==> config.mk <==
export PLATFORM = sky130hd
export DESIGN_NAME = mem_wb_pipe_flat
export DESIGN_NICKNAME = d
export VERILOG_FILES = /design/src/rtl/mem_wb_pipe_if.sv /design/src/rtl/mem_wb_pipe.sv /design/src/flat_wrapper.sv
export SDC_FILE = /design/constraint.sdc
export NUM_CORES = 1
export LEC_CHECK = 0
export BUFFER_PORTS_ARGS = -buffer_cell sky130_fd_sc_hd__buf_2
export CAP_MARGIN = 40
export CORE_MARGIN = 10
export CORE_UTILIZATION = 45
export DETAILED_ROUTE_END_ITERATION = 10
export PLACE_DENSITY = 0.79
export SLEW_MARGIN = 20
export SYNTH_ARGS = -nofsm -noshare
export SYNTH_HDL_FRONTEND = slang
export SYNTH_SLANG_ARGS = --single-unit
==> constraint.sdc <==
create_clock -name clk -period 2.57 [get_ports clk]
set_clock_uncertainty 0.2 [all_clocks]
set_input_delay 0.257 -clock clk [delete_from_list [all_inputs] [get_ports clk]]
set_output_delay 0.257 -clock clk [all_outputs]
set_load 0.02 [all_outputs]
==> src/rtl/mem_wb_pipe_if.sv <==
// MEM-to-WB stage bus: MEM-side control/data into the pipe register,
// WB-side fields plus the selected writeback value back out.
interface mem_wb_pipe_if #(
    parameter int DATA_W = 16,
    parameter int REG_W  = 3
);
    logic              stall;
    logic              flush;
    logic              mem_valid;
    logic              mem_regWrite;
    logic [1:0]        mem_memToReg;
    logic [REG_W-1:0]  mem_write_reg;
    logic [DATA_W-1:0] mem_alu_out;
    logic [DATA_W-1:0] mem_pc_plus;
    logic [DATA_W-1:0] mem_read_data;
    logic [DATA_W-1:0] mem_sign_ext_low_bits;
    logic              wb_valid;
    logic              wb_regWrite;
    logic [1:0]        wb_memToReg;
    logic [REG_W-1:0]  wb_write_reg;
    logic [DATA_W-1:0] wb_alu_out;
    logic [DATA_W-1:0] wb_pc_plus;
    logic [DATA_W-1:0] wb_read_data;
    logic [DATA_W-1:0] wb_sign_ext_low_bits;
    logic [DATA_W-1:0] wb_write_data;
    logic              wb_reg_we;

    modport master (
        output stall, flush, mem_valid, mem_regWrite, mem_memToReg, mem_write_reg,
               mem_alu_out, mem_pc_plus, mem_read_data, mem_sign_ext_low_bits,
        input  wb_valid, wb_regWrite, wb_memToReg, wb_write_reg, wb_alu_out,
               wb_pc_plus, wb_read_data, wb_sign_ext_low_bits, wb_write_data, wb_reg_we
    );

    modport slave (
        input  stall, flush, mem_valid, mem_regWrite, mem_memToReg, mem_write_reg,
               mem_alu_out, mem_pc_plus, mem_read_data, mem_sign_ext_low_bits,
        output wb_valid, wb_regWrite, wb_memToReg, wb_write_reg, wb_alu_out,
               wb_pc_plus, wb_read_data, wb_sign_ext_low_bits, wb_write_data, wb_reg_we
    );
endinterface

==> src/rtl/mem_wb_pipe.sv <==
// MEM/WB pipeline stage: registered (BYPASS=0) or pass-through (BYPASS=1),
// with writeback-value mux, qualified write enable and a wrapping retire counter.
module mem_wb_pipe #(
    parameter int DATA_W = 16,
    parameter int REG_W  = 3,
    parameter int BYPASS = 0,
    parameter int CNT_W  = 16
) (
    input  logic             clk,
    input  logic             rst,
    mem_wb_pipe_if.slave     bus,
    output logic [CNT_W-1:0] retire_cnt
);

    typedef struct packed {
        logic              valid;
        logic              reg_write;
        logic [1:0]        mem_to_reg;
        logic [REG_W-1:0]  write_reg;
        logic [DATA_W-1:0] alu_out;
        logic [DATA_W-1:0] pc_plus;
        logic [DATA_W-1:0] read_data;
        logic [DATA_W-1:0] sext;
    } stage_t;

    stage_t           mem_s;
    stage_t           wb_s;
    logic [CNT_W-1:0] cnt_q;
    logic [CNT_W-1:0] cnt_d;

    // Gather the MEM-side fields into one record
    always_comb begin
        mem_s            = '0;
        mem_s.valid      = bus.mem_valid;
        mem_s.reg_write  = bus.mem_regWrite;
        mem_s.mem_to_reg = bus.mem_memToReg;
        mem_s.write_reg  = bus.mem_write_reg;
        mem_s.alu_out    = bus.mem_alu_out;
        mem_s.pc_plus    = bus.mem_pc_plus;
        mem_s.read_data  = bus.mem_read_data;
        mem_s.sext       = bus.mem_sign_ext_low_bits;
    end

    if (BYPASS == 0) begin : g_reg
        stage_t stage_q;
        stage_t stage_d;

        // Next stage contents: flush beats stall beats load
        always_comb begin
            stage_d = stage_q;
            if (bus.flush) begin
                stage_d = '0;
            end else if (bus.stall) begin
                stage_d = stage_q;
            end else begin
                stage_d = mem_s;
            end
        end

        // Stage register
        always_ff @(posedge clk) begin
            if (rst) begin
                stage_q <= '0;
            end else begin
                stage_q <= stage_d;
            end
        end

        // WB side sees only the register, so nothing here depends on stall
        always_comb begin
            wb_s = stage_q;
        end
    end else begin : g_byp
        // Pass-through; flush only cancels the instruction, data still flows
        always_comb begin
            wb_s = mem_s;
            if (bus.flush) begin
                wb_s.valid     = 1'b0;
                wb_s.reg_write = 1'b0;
            end else begin
                wb_s = mem_s;
            end
        end
    end

    // Drive WB-side outputs, writeback mux and qualified write enable
    always_comb begin
        bus.wb_valid             = wb_s.valid;
        bus.wb_regWrite          = wb_s.reg_write;
        bus.wb_memToReg          = wb_s.mem_to_reg;
        bus.wb_write_reg         = wb_s.write_reg;
        bus.wb_alu_out           = wb_s.alu_out;
        bus.wb_pc_plus           = wb_s.pc_plus;
        bus.wb_read_data         = wb_s.read_data;
        bus.wb_sign_ext_low_bits = wb_s.sext;
        bus.wb_reg_we            = wb_s.valid & wb_s.reg_write;
        case (wb_s.mem_to_reg)
            2'd0:    bus.wb_write_data = wb_s.alu_out;
            2'd1:    bus.wb_write_data = wb_s.read_data;
            2'd2:    bus.wb_write_data = wb_s.pc_plus;
            2'd3:    bus.wb_write_data = wb_s.sext;
            default: bus.wb_write_data = wb_s.alu_out;
        endcase
    end

    // An instruction retires when it leaves WB unstalled
    always_comb begin
        if (wb_s.valid && !bus.stall) begin
            cnt_d = cnt_q + {{(CNT_W-1){1'b0}}, 1'b1};
        end else begin
            cnt_d = cnt_q;
        end
    end

    // Retire counter register, wraps freely
    always_ff @(posedge clk) begin
        if (rst) begin
            cnt_q <= '0;
        end else begin
            cnt_q <= cnt_d;
        end
    end

    assign retire_cnt = cnt_q;

endmodule

==> src/flat_wrapper.sv <==
// flat-port wrapper written by rule: the top's interface ports become plain ports
module mem_wb_pipe_flat 
#(
    parameter int DATA_W = 16,
    parameter int REG_W  = 3,
    parameter int BYPASS = 0,
    parameter int CNT_W  = 16
)
  (clk, rst, retire_cnt, bus_stall, bus_flush, bus_mem_valid, bus_mem_regWrite, bus_mem_memToReg, bus_mem_write_reg, bus_mem_alu_out, bus_mem_pc_plus, bus_mem_read_data, bus_mem_sign_ext_low_bits, bus_wb_valid, bus_wb_regWrite, bus_wb_memToReg, bus_wb_write_reg, bus_wb_alu_out, bus_wb_pc_plus, bus_wb_read_data, bus_wb_sign_ext_low_bits, bus_wb_write_data, bus_wb_reg_we);
  mem_wb_pipe_if #(.DATA_W(DATA_W), .REG_W(REG_W)) bus_i ();
  input  logic clk;
  input  logic rst;
  output logic [CNT_W-1:0] retire_cnt;
  input wire logic [$bits(bus_i.stall)-1:0] bus_stall;
  input wire logic [$bits(bus_i.flush)-1:0] bus_flush;
  input wire logic [$bits(bus_i.mem_valid)-1:0] bus_mem_valid;
  input wire logic [$bits(bus_i.mem_regWrite)-1:0] bus_mem_regWrite;
  input wire logic [$bits(bus_i.mem_memToReg)-1:0] bus_mem_memToReg;
  input wire logic [$bits(bus_i.mem_write_reg)-1:0] bus_mem_write_reg;
  input wire logic [$bits(bus_i.mem_alu_out)-1:0] bus_mem_alu_out;
  input wire logic [$bits(bus_i.mem_pc_plus)-1:0] bus_mem_pc_plus;
  input wire logic [$bits(bus_i.mem_read_data)-1:0] bus_mem_read_data;
  input wire logic [$bits(bus_i.mem_sign_ext_low_bits)-1:0] bus_mem_sign_ext_low_bits;
  output wire logic [$bits(bus_i.wb_valid)-1:0] bus_wb_valid;
  output wire logic [$bits(bus_i.wb_regWrite)-1:0] bus_wb_regWrite;
  output wire logic [$bits(bus_i.wb_memToReg)-1:0] bus_wb_memToReg;
  output wire logic [$bits(bus_i.wb_write_reg)-1:0] bus_wb_write_reg;
  output wire logic [$bits(bus_i.wb_alu_out)-1:0] bus_wb_alu_out;
  output wire logic [$bits(bus_i.wb_pc_plus)-1:0] bus_wb_pc_plus;
  output wire logic [$bits(bus_i.wb_read_data)-1:0] bus_wb_read_data;
  output wire logic [$bits(bus_i.wb_sign_ext_low_bits)-1:0] bus_wb_sign_ext_low_bits;
  output wire logic [$bits(bus_i.wb_write_data)-1:0] bus_wb_write_data;
  output wire logic [$bits(bus_i.wb_reg_we)-1:0] bus_wb_reg_we;
  assign bus_i.stall = bus_stall;
  assign bus_i.flush = bus_flush;
  assign bus_i.mem_valid = bus_mem_valid;
  assign bus_i.mem_regWrite = bus_mem_regWrite;
  assign bus_i.mem_memToReg = bus_mem_memToReg;
  assign bus_i.mem_write_reg = bus_mem_write_reg;
  assign bus_i.mem_alu_out = bus_mem_alu_out;
  assign bus_i.mem_pc_plus = bus_mem_pc_plus;
  assign bus_i.mem_read_data = bus_mem_read_data;
  assign bus_i.mem_sign_ext_low_bits = bus_mem_sign_ext_low_bits;
  assign bus_wb_valid = bus_i.wb_valid;
  assign bus_wb_regWrite = bus_i.wb_regWrite;
  assign bus_wb_memToReg = bus_i.wb_memToReg;
  assign bus_wb_write_reg = bus_i.wb_write_reg;
  assign bus_wb_alu_out = bus_i.wb_alu_out;
  assign bus_wb_pc_plus = bus_i.wb_pc_plus;
  assign bus_wb_read_data = bus_i.wb_read_data;
  assign bus_wb_sign_ext_low_bits = bus_i.wb_sign_ext_low_bits;
  assign bus_wb_write_data = bus_i.wb_write_data;
  assign bus_wb_reg_we = bus_i.wb_reg_we;
  mem_wb_pipe #(.DATA_W(DATA_W), .REG_W(REG_W), .BYPASS(BYPASS), .CNT_W(CNT_W)) u_core (.clk(clk), .rst(rst), .bus(bus_i), .retire_cnt(retire_cnt));
endmodule
# Yosys cells after proc, flatten, opt, wreduce, memory -nomap -nowiden
# Cells that the tools add are included.
word_totals:
  word_cells: 19
  reg_bits: 87
  input_bits: 75
op_classes:
  eq_ne: 3
  add_sub_neg: 1
  bitwise_logic: 1
  muxes: 1
  reduce_logical: 4
op_table:
  columns: ["operator", "count"]
  rows:
  - ["$pmux 16 s4", 1]
  - ["$add 16x1->16 const B", 1]
  - ["$eq 2x2->1 const B", 2]
  - ["$eq 2x1->1 const B", 1]
  - ["$logic_not 2->1", 1]
  - ["$reduce_or 2->1", 1]
  - ["$and 1x1->1", 1]
  - ["$logic_and 1x1->1", 1]
  - ["$logic_not 1->1", 1]

# Longest topological paths before layout
logic_depth:
  word_depth: 2
  ltp_mapped: 5
  depth_no_buf: 5

# Worst setup path after synthesis
# No wires, ideal clock.
synth_path:
  path_kind: "register -> output"
  from: "register u_core.g_reg.stage_q (netlist bit u_core.bus.wb_memToReg[1])"
  to: "output bus_wb_write_data[0]"
  t_arrival_ns: 1.617
  stages_incl_launch_ff: 4
  slack_ns: 0.496
  cell_sequence: "dfxtp_1 -> buf_2 -> buf_2 -> mux4_2"
synth_via:
  elab_chain_len: 2
  word_cells_on_any_way: 5
  cone_classes: "3 x eq/ne; 1 x mux; 1 x reduce/logical"
synth_rtl:
  columns: ["element", "line", "text"]
  rows:
  - ["from (decl)", "mem_wb_pipe.sv:45", "stage_t stage_q;"]
  - ["from (signal assigned)", "mem_wb_pipe.sv:65", "stage_q <= stage_d;"]
  - ["$eq 2x2->1, or another cell as far along", "mem_wb_pipe.sv:97", "case (wb_s.mem_to_reg)"]
  - ["$pmux 16 s4 (*)", "mem_wb_pipe.sv:97", null]
  - ["to (decl)", "flat_wrapper.sv:32", "output wire logic [$bits(bus_i.wb_write_data)-1:0] bus_wb_write_data;"]
# Mark *: on every way between the ends. The rest lies on a longest branch, timed or not.

# Worst setup path after layout
layout_path:
  from: "register u_core.g_reg.stage_q (netlist bit u_core.bus.wb_memToReg[1])"
  to: "output bus_wb_write_data[11]"
# The elaborated chain is that of the path after synthesis.

==> run_results.csv <==
group,metric,value,unit
clock_network,numCtsBuffers,9,
drt,drcViolationCount,0,
yosys,ys.flop_type,"dfxtp_1",
outcome,status,"completed",
worst_setup_path,crit_required,2.11,ns
clock_network,clock_latency,0.34,ns
final_layout,fin_area,5500,sq um
grt,grt_pass1_vias,3724,
yosys,synth_common_cells,"87 x dfxtp_1, 83 x nor2_1, 72 x mux2i_1",
floorplanning,core_area,7730,sq um
yosys,yosysTopAreaCell,"dfxtp_1",
yosys,avgSynthCellArea,10.7,sq um
grt,use_met3,0.0790,
worst_setup_path,arrival,1.68,ns
sta,tightestPinTransition,0.796,ns
sta,fin_tns_setup,0,ns
worst_setup_path,critPathTopFamily,"multiplexers",
worst_setup_path,endpoint_kind,"primary output",
worst_setup_path,cp-start-kind,"flop",
clock_network,cts_buffer_depth,2,
final_layout,area_growth,53.2,%
grt,grt_util_met1,0.228,
grt,grt_usage,0.208,
sta,slew_headroom,0.469,
floorplanning,die_x,109,um
grt,busiest_layer,"met2",
sta,hold_viol_final,0,
clock_network,cts.sinks,87,
clock_network,cts_hold_buffers,71,
worst_setup_path,cp_slowest_stage_delay,0.56,ns
power,total_power,2.89,mW
worst_setup_path,path_cells,"buf_4 -> mux4_2 -> buf_2",
floorplanning,die_h,109,um
sta,fmax,468,MHz
place,gp_congestion,0.769,
drt,ant_nets,0,
worst_setup_path,crit_slowest_cell,"mux4_2",
grt,grt_max_degree,72,
power,ir_drop,0.334,mV
clock_network,cts_resized,0,
grt,antenna_found_initial,0,
yosys,yosys_warnings,0,
yosys,synth_cell_types,30,
place,place_hpwl,8280,um
place,io_buffers,178,
yosys,synthesis.nets,411,
drt,drt-pass1-iter-count,4,
floorplanning,boundaryPins,179,
grt,grt_pass1_wl,19600,um
final_layout,nets,654,
floorplanning,die_area,11900,sq um
sta,setup_viol,0,
yosys,synth_seq_cells,87,
clock_network,h-tree-depth,3,
drt,num_vias,3477,
sta,timing_max_transition_violations_final,0,
yosys,synth_edf_count,0,
drt,via_per_inst,5.08,
yosys,synthCells,335,
clock_network,path_clk_slew,0.08,ns
worst_setup_path,crit_type,"flop to primary output",
yosys,yosysMostFrequentCell,"dfxtp_1",
worst_hold_path,min_path_type,"input port to flop",
place,dpl_cell_area,4570,sq um
final_layout,drive_gt1_frac,0.374,
clock_network,post_cts_buffers,0,
worst_setup_path,crit_buf_inv,2,
drt,drtIter0Drc,120,
final_layout,antennaDiodeCount,0,
flow_run,drv_cap,0,
place,dp.cells,598,
drt,wirelength,12500,um
yosys,synthArstFlopShare,0,
yosys,synth_seq_area_share,0.485,
yosys,syn_area,3590,sq um
clock_network,clock-root-buffer,"clkbuf_8",
drt,wl_per_cell,18.2,um
power,p_leak,2.70,nW
yosys,synth_top_cells_by_area,"dfxtp_1 49%, mux2i_1 20%, mux4_2 10%",
sta,rsz0062_at_grt,"no",
clock_network,cts_tree,"built",
yosys,yosys.area.top_type_share,0.485,
grt,grt_use_met2,0.363,
worst_setup_path,crit_fanout,13,
sta,layout_min_cycle_time,2.14,ns
sta,fin_crit_sh,0.832,
floorplanning,row_count,32,
power,cellPowerDensity,526,nW/um^2
grt,overflow,0,
floorplanning,start_util,0.465,
final_layout,fin_cells,685,
==> area by class of cell <==
| class | count | area [sq um] |
|---|---|---|
| clock buffer | 9 | 124 |
| clock inverter | 7 | 95.1 |
| fill | 521 | 2230 |
| inverter | 3 | 11.3 |
| multi-input combinational | 222 | 1740 |
| sequential | 87 | 1740 |
| tap | 102 | 128 |
| timing repair buffer | 255 | 1660 |
==> path summary, 6_finish.rpt <==
check | start | endpoint | slack, ns | cells after the start
max | u_core.bus.wb_memToReg[1] | bus_wb_write_data[11] | 0.43 | 3
max reg2reg | u_core.retire_cnt[0] | u_core.retire_cnt[14] | 0.74 | 4
min reg2reg | u_core.retire_cnt[14] | u_core.retire_cnt[14] | 0.30 | 2
min | rst | u_core.retire_cnt[7] | 0.09 | 2
==> power by group <==
part / internal, mW / switching, mW
combinational: 0.223 / 0.210
sequential: 1.38 / 0.0311
clock: 0.552 / 0.494
total: 2.16 / 0.736
==> through the flow <==
step	util	setup WS (ns)	hold WS [ns]
after CTS	0.712	0.431	0.0738
final	0.712	0.433	0.0914
after global routing	0.712	0.347	0.0970
after detailed placement	0.591	0.736	0.288
after floorplan	-	0.496	0.201
after global placement	0.591	0.763	0.271
==> placed cells by master (no fill, tap or decap), drive strengths merged <==
master,count
dlygate4sd3,71
or4,3
ha,1
and4b,1
nand2,7
nand4b,1
or2,2
mux2i,72
buf,184
nor2b,2
nor2,83
xnor2,6
and2,1
a21oi,4
inv,5
o31ai,3
clkinv,2
and4,2
clkbuf,9
nor3,2
nand3b,1
mux2,1
nand3,3
mux4,16
nand4,1
xor2,4
bufinv,2
o21ai,1
or3,1
dfxtp,87
clkinvlp,1
nor4,4
==> metal layers <==
layer / wire (um) / up-vias
met1: 4660 / 1648
met5: 0 / -
li1: - / 1643
met3: 1290 / 18
met2: 6310 / 168
met4: 226 / 0
==> cells by family (layout without fill, tap and decap cells) <==
kind of cell / after synthesis / count (layout) / share of synthesized area
fa+ha+maj: 1 / 1 / 0.00348
buf+inv: 26 / 274 / 0.0307
flops: 87 / 87 / 0.485
compound gates: 8 / 8 / 0.0132
simple gates: 114 / 114 / 0.139
mux: 89 / 89 / 0.304
xor+xnor: 10 / 10 / 0.0244
Note: power is estimated with default switching activity, not from simulation.
